[config.mk]
export PLATFORM = sky130hd
export DESIGN_NAME = vlc_ook_tx_flat
export DESIGN_NICKNAME = d
export VERILOG_FILES = /design/src/rtl/vlc_ook_tx_if.sv /design/src/rtl/vlc_ook_tx.sv /design/src/flat_wrapper.sv
export SDC_FILE = /design/constraint.sdc
export NUM_CORES = 1
export LEC_CHECK = 0
export ABC_AREA = 1
export CORE_ASPECT_RATIO = 0.6
export CORE_MARGIN = 5
export CORE_UTILIZATION = 58
export DETAILED_ROUTE_END_ITERATION = 10
export GPL_ROUTABILITY_DRIVEN = 0
export PLACE_DENSITY = 0.93
export SLEW_MARGIN = 20
export SYNTH_ARGS = -nofsm -noshare
export SYNTH_HDL_FRONTEND = slang
export SYNTH_SLANG_ARGS = --single-unit
export TNS_END_PERCENT = 10
[constraint.sdc]
create_clock -name clk -period 3.6 [get_ports clk]
set_clock_uncertainty 0.15 [all_clocks]
set_input_delay 0.72 -clock clk [delete_from_list [all_inputs] [get_ports clk]]
set_output_delay 0.72 -clock clk [all_outputs]
set_load 0.02 [all_outputs]
[src/rtl/vlc_ook_tx_if.sv]
// Payload byte stream between a frame source and the VLC OOK transmitter.
//   din   : payload byte
//   den   : din valid
//   dlast : din is the final byte of the frame
//   drdy  : transmitter can take a byte; transfer happens on den & drdy
// master = byte source, slave = transmitter.
interface vlc_ook_tx_if;
    logic [7:0] din;
    logic       den;
    logic       dlast;
    logic       drdy;

    modport master (output din, output den, output dlast, input drdy);
    modport slave  (input din, input den, input dlast, output drdy);
endinterface

[src/rtl/vlc_ook_tx.sv]
// On-off-keyed VLC frame transmitter. Emits one LED DAC sample per clk:
// alternating preamble, start-of-frame byte, payload MSB-first, then a
// guard gap at the low level.
// Ports:
//   clk      : system clock
//   rst      : synchronous active-high reset
//   strm     : payload byte stream (din/den/dlast/drdy), slave side
//   hlevel   : DAC code for a 1 bit (captured at frame start)
//   llevel   : DAC code for a 0 bit and for the gap (captured at frame start)
//   dout     : DAC sample
//   dout_en  : dout valid, high for every sample of a frame
//   bout     : current bit value
//   ben      : strobe on the first sample of each preamble/SFD/payload bit
//   busy     : frame in progress
//   err      : one-cycle pulse when the payload ran dry without dlast
// All outputs are registered; they are computed from the next-state values
// so they line up with the state they describe.
module vlc_ook_tx #(
    parameter int unsigned SPB      = 8,
    parameter int unsigned PRE_BITS = 16,
    parameter logic [7:0]  SFD      = 8'hA7,
    parameter int unsigned GAP_BITS = 4
) (
    input  logic               clk,
    input  logic               rst,
    vlc_ook_tx_if.slave        strm,
    input  logic [7:0]         hlevel,
    input  logic [7:0]         llevel,
    output logic [7:0]         dout,
    output logic               dout_en,
    output logic               bout,
    output logic               ben,
    output logic               busy,
    output logic               err
);

    localparam int unsigned BIT_MAX =
        (PRE_BITS > GAP_BITS) ? ((PRE_BITS > 8) ? PRE_BITS : 8)
                              : ((GAP_BITS > 8) ? GAP_BITS : 8);
    localparam int unsigned BW = $clog2(BIT_MAX);

    localparam logic [7:0]    SAMP_LAST = 8'(SPB - 1);
    localparam logic [BW-1:0] PRE_LAST  = BW'(PRE_BITS - 1);
    localparam logic [BW-1:0] GAP_LAST  = BW'(GAP_BITS - 1);
    localparam logic [BW-1:0] BYTE_LAST = BW'(7);
    localparam logic [BW-1:0] BIT_ONE   = BW'(1);
    localparam logic [BW-1:0] BIT_ZERO  = BW'(0);

    typedef enum logic [2:0] {
        ST_IDLE = 3'd0,
        ST_PRE  = 3'd1,
        ST_SFD  = 3'd2,
        ST_DATA = 3'd3,
        ST_GAP  = 3'd4
    } state_t;

    state_t        state_r,    state_s;
    logic [7:0]    samp_r,     samp_s;
    logic [BW-1:0] bit_r,      bit_s;
    logic [7:0]    shift_r,    shift_s;
    logic          cur_last_r, cur_last_s;
    logic [7:0]    buf_data_r, buf_data_s;
    logic          buf_last_r, buf_last_s;
    logic          buf_full_r, buf_full_s;
    logic [7:0]    hl_r,       hl_s;
    logic [7:0]    ll_r,       ll_s;
    logic [7:0]    dout_r,     dout_s;
    logic          dout_en_r,  dout_en_s;
    logic          bout_r,     bout_s;
    logic          ben_r,      ben_s;
    logic          busy_r,     busy_s;
    logic          err_r,      err_s;
    logic          drdy_r,     drdy_s;
    logic          accept_s;
    logic          samp_last_s;

    assign strm.drdy = drdy_r;
    assign dout      = dout_r;
    assign dout_en   = dout_en_r;
    assign bout      = bout_r;
    assign ben       = ben_r;
    assign busy      = busy_r;
    assign err       = err_r;

    // Next-state: holding buffer, frame sequencing and output decode
    always_comb begin
        state_s    = state_r;
        samp_s     = samp_r;
        bit_s      = bit_r;
        shift_s    = shift_r;
        cur_last_s = cur_last_r;
        buf_data_s = buf_data_r;
        buf_last_s = buf_last_r;
        buf_full_s = buf_full_r;
        hl_s       = hl_r;
        ll_s       = ll_r;
        err_s      = 1'b0;
        bout_s     = 1'b0;
        ben_s      = 1'b0;
        dout_s     = 8'd0;
        dout_en_s  = 1'b0;
        busy_s     = 1'b0;
        drdy_s     = 1'b0;

        accept_s    = strm.den & drdy_r;
        samp_last_s = (samp_r == SAMP_LAST);

        // drdy_r already encodes "buffer empty", so an accept never
        // collides with the boundary load below.
        if (accept_s) begin
            buf_full_s = 1'b1;
            buf_data_s = strm.din;
            buf_last_s = strm.dlast;
        end else begin
            buf_full_s = buf_full_r;
        end

        case (state_r)
            ST_IDLE: begin
                // A byte accepted on the last sample of a frame's final
                // byte is already buffered when we return here.
                if (accept_s || buf_full_r) begin
                    state_s = ST_PRE;
                    samp_s  = 8'd0;
                    bit_s   = BIT_ZERO;
                    hl_s    = hlevel;
                    ll_s    = llevel;
                end else begin
                    state_s = ST_IDLE;
                end
            end
            ST_PRE: begin
                if (samp_last_s) begin
                    samp_s = 8'd0;
                    if (bit_r == PRE_LAST) begin
                        state_s    = ST_SFD;
                        bit_s      = BIT_ZERO;
                        shift_s    = SFD;
                        cur_last_s = 1'b0;
                    end else begin
                        bit_s = bit_r + BIT_ONE;
                    end
                end else begin
                    samp_s = samp_r + 8'd1;
                end
            end
            ST_SFD, ST_DATA: begin
                if (samp_last_s) begin
                    samp_s = 8'd0;
                    if (bit_r == BYTE_LAST) begin
                        bit_s = BIT_ZERO;
                        if (buf_full_r) begin
                            state_s    = ST_DATA;
                            shift_s    = buf_data_r;
                            cur_last_s = buf_last_r;
                            buf_full_s = 1'b0;
                        end else if (cur_last_r) begin
                            state_s = ST_GAP;
                        end else begin
                            // Underrun: the source missed the byte boundary.
                            state_s = ST_GAP;
                            err_s   = 1'b1;
                        end
                    end else begin
                        bit_s   = bit_r + BIT_ONE;
                        shift_s = {shift_r[6:0], 1'b0};
                    end
                end else begin
                    samp_s = samp_r + 8'd1;
                end
            end
            ST_GAP: begin
                if (samp_last_s) begin
                    samp_s = 8'd0;
                    if (bit_r == GAP_LAST) begin
                        state_s = ST_IDLE;
                        bit_s   = BIT_ZERO;
                    end else begin
                        bit_s = bit_r + BIT_ONE;
                    end
                end else begin
                    samp_s = samp_r + 8'd1;
                end
            end
            default: begin
                state_s = ST_IDLE;
                samp_s  = 8'd0;
                bit_s   = BIT_ZERO;
            end
        endcase

        // Output decode from the state about to be entered.
        case (state_s)
            ST_PRE:           bout_s = ~bit_s[0];
            ST_SFD, ST_DATA:  bout_s = shift_s[7];
            default:          bout_s = 1'b0;
        endcase

        if ((samp_s == 8'd0) &&
            ((state_s == ST_PRE) || (state_s == ST_SFD) || (state_s == ST_DATA))) begin
            ben_s = 1'b1;
        end else begin
            ben_s = 1'b0;
        end

        if (state_s != ST_IDLE) begin
            dout_en_s = 1'b1;
            busy_s    = 1'b1;
            dout_s    = bout_s ? hl_s : ll_s;
        end else begin
            dout_en_s = 1'b0;
            busy_s    = 1'b0;
            dout_s    = 8'd0;
        end

        drdy_s = ~buf_full_s & (state_s != ST_GAP);
    end

    // State, buffer and output registers with synchronous reset
    always_ff @(posedge clk) begin
        if (rst) begin
            state_r    <= ST_IDLE;
            samp_r     <= 8'd0;
            bit_r      <= BIT_ZERO;
            shift_r    <= 8'd0;
            cur_last_r <= 1'b0;
            buf_data_r <= 8'd0;
            buf_last_r <= 1'b0;
            buf_full_r <= 1'b0;
            hl_r       <= 8'd0;
            ll_r       <= 8'd0;
            dout_r     <= 8'd0;
            dout_en_r  <= 1'b0;
            bout_r     <= 1'b0;
            ben_r      <= 1'b0;
            busy_r     <= 1'b0;
            err_r      <= 1'b0;
            drdy_r     <= 1'b1;
        end else begin
            state_r    <= state_s;
            samp_r     <= samp_s;
            bit_r      <= bit_s;
            shift_r    <= shift_s;
            cur_last_r <= cur_last_s;
            buf_data_r <= buf_data_s;
            buf_last_r <= buf_last_s;
            buf_full_r <= buf_full_s;
            hl_r       <= hl_s;
            ll_r       <= ll_s;
            dout_r     <= dout_s;
            dout_en_r  <= dout_en_s;
            bout_r     <= bout_s;
            ben_r      <= ben_s;
            busy_r     <= busy_s;
            err_r      <= err_s;
            drdy_r     <= drdy_s;
        end
    end

endmodule
[src/flat_wrapper.sv]
// flat-port wrapper written by rule: the top's interface ports become plain ports
module vlc_ook_tx_flat 
#(
    parameter int unsigned SPB      = 8,
    parameter int unsigned PRE_BITS = 16,
    parameter logic [7:0]  SFD      = 8'hA7,
    parameter int unsigned GAP_BITS = 4
)
  (clk, rst, hlevel, llevel, dout, dout_en, bout, ben, busy, err, strm_din, strm_den, strm_dlast, strm_drdy);
  vlc_ook_tx_if strm_i ();
  input  logic clk;
  input  logic rst;
  input  logic [7:0] hlevel;
  input  logic [7:0] llevel;
  output logic [7:0] dout;
  output logic dout_en;
  output logic bout;
  output logic ben;
  output logic busy;
  output logic err;
  input wire logic [$bits(strm_i.din)-1:0] strm_din;
  input wire logic [$bits(strm_i.den)-1:0] strm_den;
  input wire logic [$bits(strm_i.dlast)-1:0] strm_dlast;
  output wire logic [$bits(strm_i.drdy)-1:0] strm_drdy;
  assign strm_i.din = strm_din;
  assign strm_i.den = strm_den;
  assign strm_i.dlast = strm_dlast;
  assign strm_drdy = strm_i.drdy;
  vlc_ook_tx #(.SPB(SPB), .PRE_BITS(PRE_BITS), .SFD(SFD), .GAP_BITS(GAP_BITS)) u_core (.clk(clk), .rst(rst), .strm(strm_i), .hlevel(hlevel), .llevel(llevel), .dout(dout), .dout_en(dout_en), .bout(bout), .ben(ben), .busy(busy), .err(err));
endmodule
==> flow_summary.yaml <==
synth:
  yosysTopAreaCellShare: 0.4288
  synth_area_leaders: "dfxtp_1 43%, nand2_1 9.2%, nor2_1 9.2%"
  synth_area_per_cell_um2: 7.192
  yosys_warnings: 0
  yosysSeqAreaShare: 0.4288
  yosysTopAreaCell: "dfxtp_1"
  synthDistinctLibCells: 31
  syn_area_um2: 2942
  syn-num-nets: 439
  synth-seq-cells: 63
  synthCells: 409
pwr:
  p_clk_frac: 0.362
  switchingPower_mw: 0.6352
  power.density_nw_per_um2: 581.1
  power_leakage_nw: 1.581
  seqPwrFrac: 0.391
  internal_power_mw: 1.457
  swShare: 0.3037
  p_comb_frac: 0.248
  ir_drop_v: 0.0004156
routing:
  num_vias: 2937
  firstDrtPassIters: 5
  via_per_inst: 5.659
  drt-total-wl_mm: 7.804
  drc_errors: 0
  wl_per_cell_um: 15.04
  antenna_left: 0
  initialDrtViolationCount: 398
clock_tree:
  cts_hold_buffers: 0
  cts.sinks: 63
  clock-root-buffer: "clkbuf_8"
  htreeDepth: 3
  cts_max_path_buffers: 2
  clock_latency_ps: 350
  cts_resized: 0
  cts_inserted_buffers: 9
  clk_pin_slew_ps: 70
  cts_tree: "built"
  cts_setup_buffers: 0
timing:
  slew_headroom: 0.6140
  finalHoldViolCount: 0
  rsz0062_at_grt: "no"
  period_needed_ps: 2781
  fin_tns_setup_ps: 0
  finalSetupViolCount: 0
  worst_pin_slew_ps: 575.5
  post-route-period-util: 0.7725
  finalMaxSlewViolations: 0
  max_freq_mhz: 359.6
floorplan:
  placementRows: 20
  core_um2: 4980
  die-area_um2: 6643
  die_y_um: 65.17
  io_pins: 42
  die_w_um: 101.9
  start_util: 0.5907
grt:
  grt_usage: 0.2522
  overflow: 0
  grt_pass1_vias: 2731
  grt_pass1_wl_mm: 12.92
  grt_max_degree: 36
  antenna_found_initial: 0
critical_path:
  r2r-start: "u_core.samp_r[0]$_SDFF_PP0_"
  arrival_ps: 2870
  reg2reg_to: "u_core.dout[5]$_SDFF_PP0_"
  crit_required_ps: 3690
  r2r_setup_slack_ps: 910
  worstSetupPathType: "in -> reg"
  end_kind: "flip-flop"
  crit_fanout: 18
  start_kind: "input pin"
  rr_worst_depth: 12
finish:
  nFillCells: 360
  multi_input_area_um2: 1418
  seq_area_um2: 1261
  final_util: 0.7229
  drive_gt1_frac: 0.09492
  num_antenna_cells: 0
  nNetsFinal: 479
  syn2layout_area_growth_pct: 22.37
job:
  maxCapViolCount: 0
status:
  status: "complete, no violations"
hold_path:
  hp-class: "reg -> reg"
  holdCritStartpoint: "u_core.cur_last_r$_SDFFE_PP0P_"
  whs_path_depth: 1
  min_to: "u_core.err$_SDFF_PP0_"
place:
  port-buffer-count: 41
  place_hpwl_mm: 5.221
placed cells by master, fill, tap and decap left out, types with 2 or more instances in the layout:
| cell type | Yosys | layout |
|---|---|---|
| a31oi_1 | 4 | 4 |
| clkdlybuf4s50_1 | 0 | 41 |
| nand3_1 | 28 | 28 |
| o211ai_1 | 3 | 3 |
| nand2_1 | 72 | 72 |
| nor2_4 | 3 | 3 |
| nor2_1 | 72 | 72 |
| nand4_1 | 4 | 4 |
| inv_2 | 2 | 2 |
| ha_1 | 2 | 2 |
| clkinv_1 | 2 | 2 |
| nor2_2 | 4 | 4 |
| bufinv_16 | 0 | 3 |
| dfxtp_1 | 63 | 63 |
| nand2_2 | 5 | 5 |
| clkbuf_8 | 0 | 10 |
| nand3_2 | 4 | 4 |
| or2_2 | 8 | 8 |
| nor3_1 | 2 | 2 |
| mux2i_1 | 8 | 8 |
| a21oi_1 | 28 | 28 |
| nand3b_1 | 3 | 3 |
| xor2_1 | 3 | 3 |
| inv_1 | 43 | 43 |
| o21ai_0 | 28 | 28 |
registers in the layout, summed over array words and instances, names as in the netlist, 3 cells and up:
signal,cells
u_core.bit_r,4
u_core.buf_data_r,8
u_core.dout,8
u_core.hl_r,8
u_core.ll_r,8
u_core.samp_r,8
u_core.shift_r,8
u_core.state_r,3
synthesized netlist by cell type, drive strengths merged:
| cell type | instances |
|---|---|
| a21oi | 28 |
| a31oi | 4 |
| buf | 7 |
| clkbuf | 6 |
| clkinv | 2 |
| dfxtp | 63 |
| ha | 2 |
| inv | 45 |
| mux2i | 8 |
| nand2 | 78 |
| nand3 | 32 |
| nand3b | 3 |
| nand4 | 4 |
| nor2 | 79 |
| nor3 | 2 |
| nor4 | 1 |
| o2111ai | 1 |
| o211ai | 3 |
| o21ai | 29 |
| o221ai | 1 |
| or2 | 8 |
| xor2 | 3 |
final cells by class:
class                   instances  share of cell area
inverters                      47             0.04901
repair buffers                 42              0.1161
clock buffers                  10             0.03823
clock inverters                 5             0.02954
well taps                      66             0.02294
multi-input cells             286              0.3938
flip-flops and latches         63              0.3504
power by group through the flow:
stage               clock, mW  sequential [mW]  combinational (mW)
finish                  0.756            0.818               0.518
global route            0.800            0.824               0.571
CTS                     0.757            0.816               0.511
detailed placement          0            0.829               0.495
global placement            0            0.828               0.477
floorplan                   0            0.857               0.312
critical path, stage by stage:
cell,delay [ps]
clkdlybuf4s50_1,450
nand2_1,210
nand2_2,160
inv_1,120
nor2_4,420
inv_2,180
o21ai_0,320
inv_1,80
a21oi_1,140
nor2_1,70
cells by family (layout without fill, tap and decap cells):
logic type	after synthesis	in the layout	share of synthesized area
adder cells (fa/ha/maj)	2	2	0.008506
XOR/XNOR	3	3	0.008934
multiplexers	8	8	0.02722
AO/OA/AOI/OAI	66	66	0.1191
AND/OR/NAND/NOR	207	207	0.3182
flip-flops	63	63	0.4288
buffers and inverters	60	104	0.08932
metrics by stage:
stage	worst slack, ps	hold slack (ps)	instances	area [um2]	power [mW]
after CTS	842.5	294.8	519	3600	2.084
final	818.9	298.8	519	3600	2.092
after global routing	609.7	329.3	519	3600	2.195
after global placement	718.9	274.3	504	3356	1.305
after detailed placement	573.3	273.4	504	3356	1.324
after floorplan	1591	247.6	409	2942	1.169
worst max path at each step:
stage	startpoint	endpoint	slack (ps)	cells after the start
floorplan	strm_den	u_core.dout[6]$_SDFF_PP0_	1590	10
CTS	strm_den	u_core.dout[6]$_SDFF_PP0_	840	10
global route	strm_den	u_core.dout[6]$_SDFF_PP0_	610	10
global placement	strm_den	u_core.dout[7]$_SDFF_PP0_	720	10
detailed placement	strm_den	u_core.dout[6]$_SDFF_PP0_	570	10
finish	strm_den	u_core.dout[5]$_SDFF_PP0_	820	10
routing by layer:
metal,part of all wire,wire length (um),vias up,global-route usage
met4,0.029,225,0,0.1129
met5,0,0,-,0
met3,0.11,844,25,0.08378
li1,-,-,1394,-
met1,0.42,3314,1348,0.3388
met2,0.44,3420,170,0.3681
(Power assumes the default switching activity.)
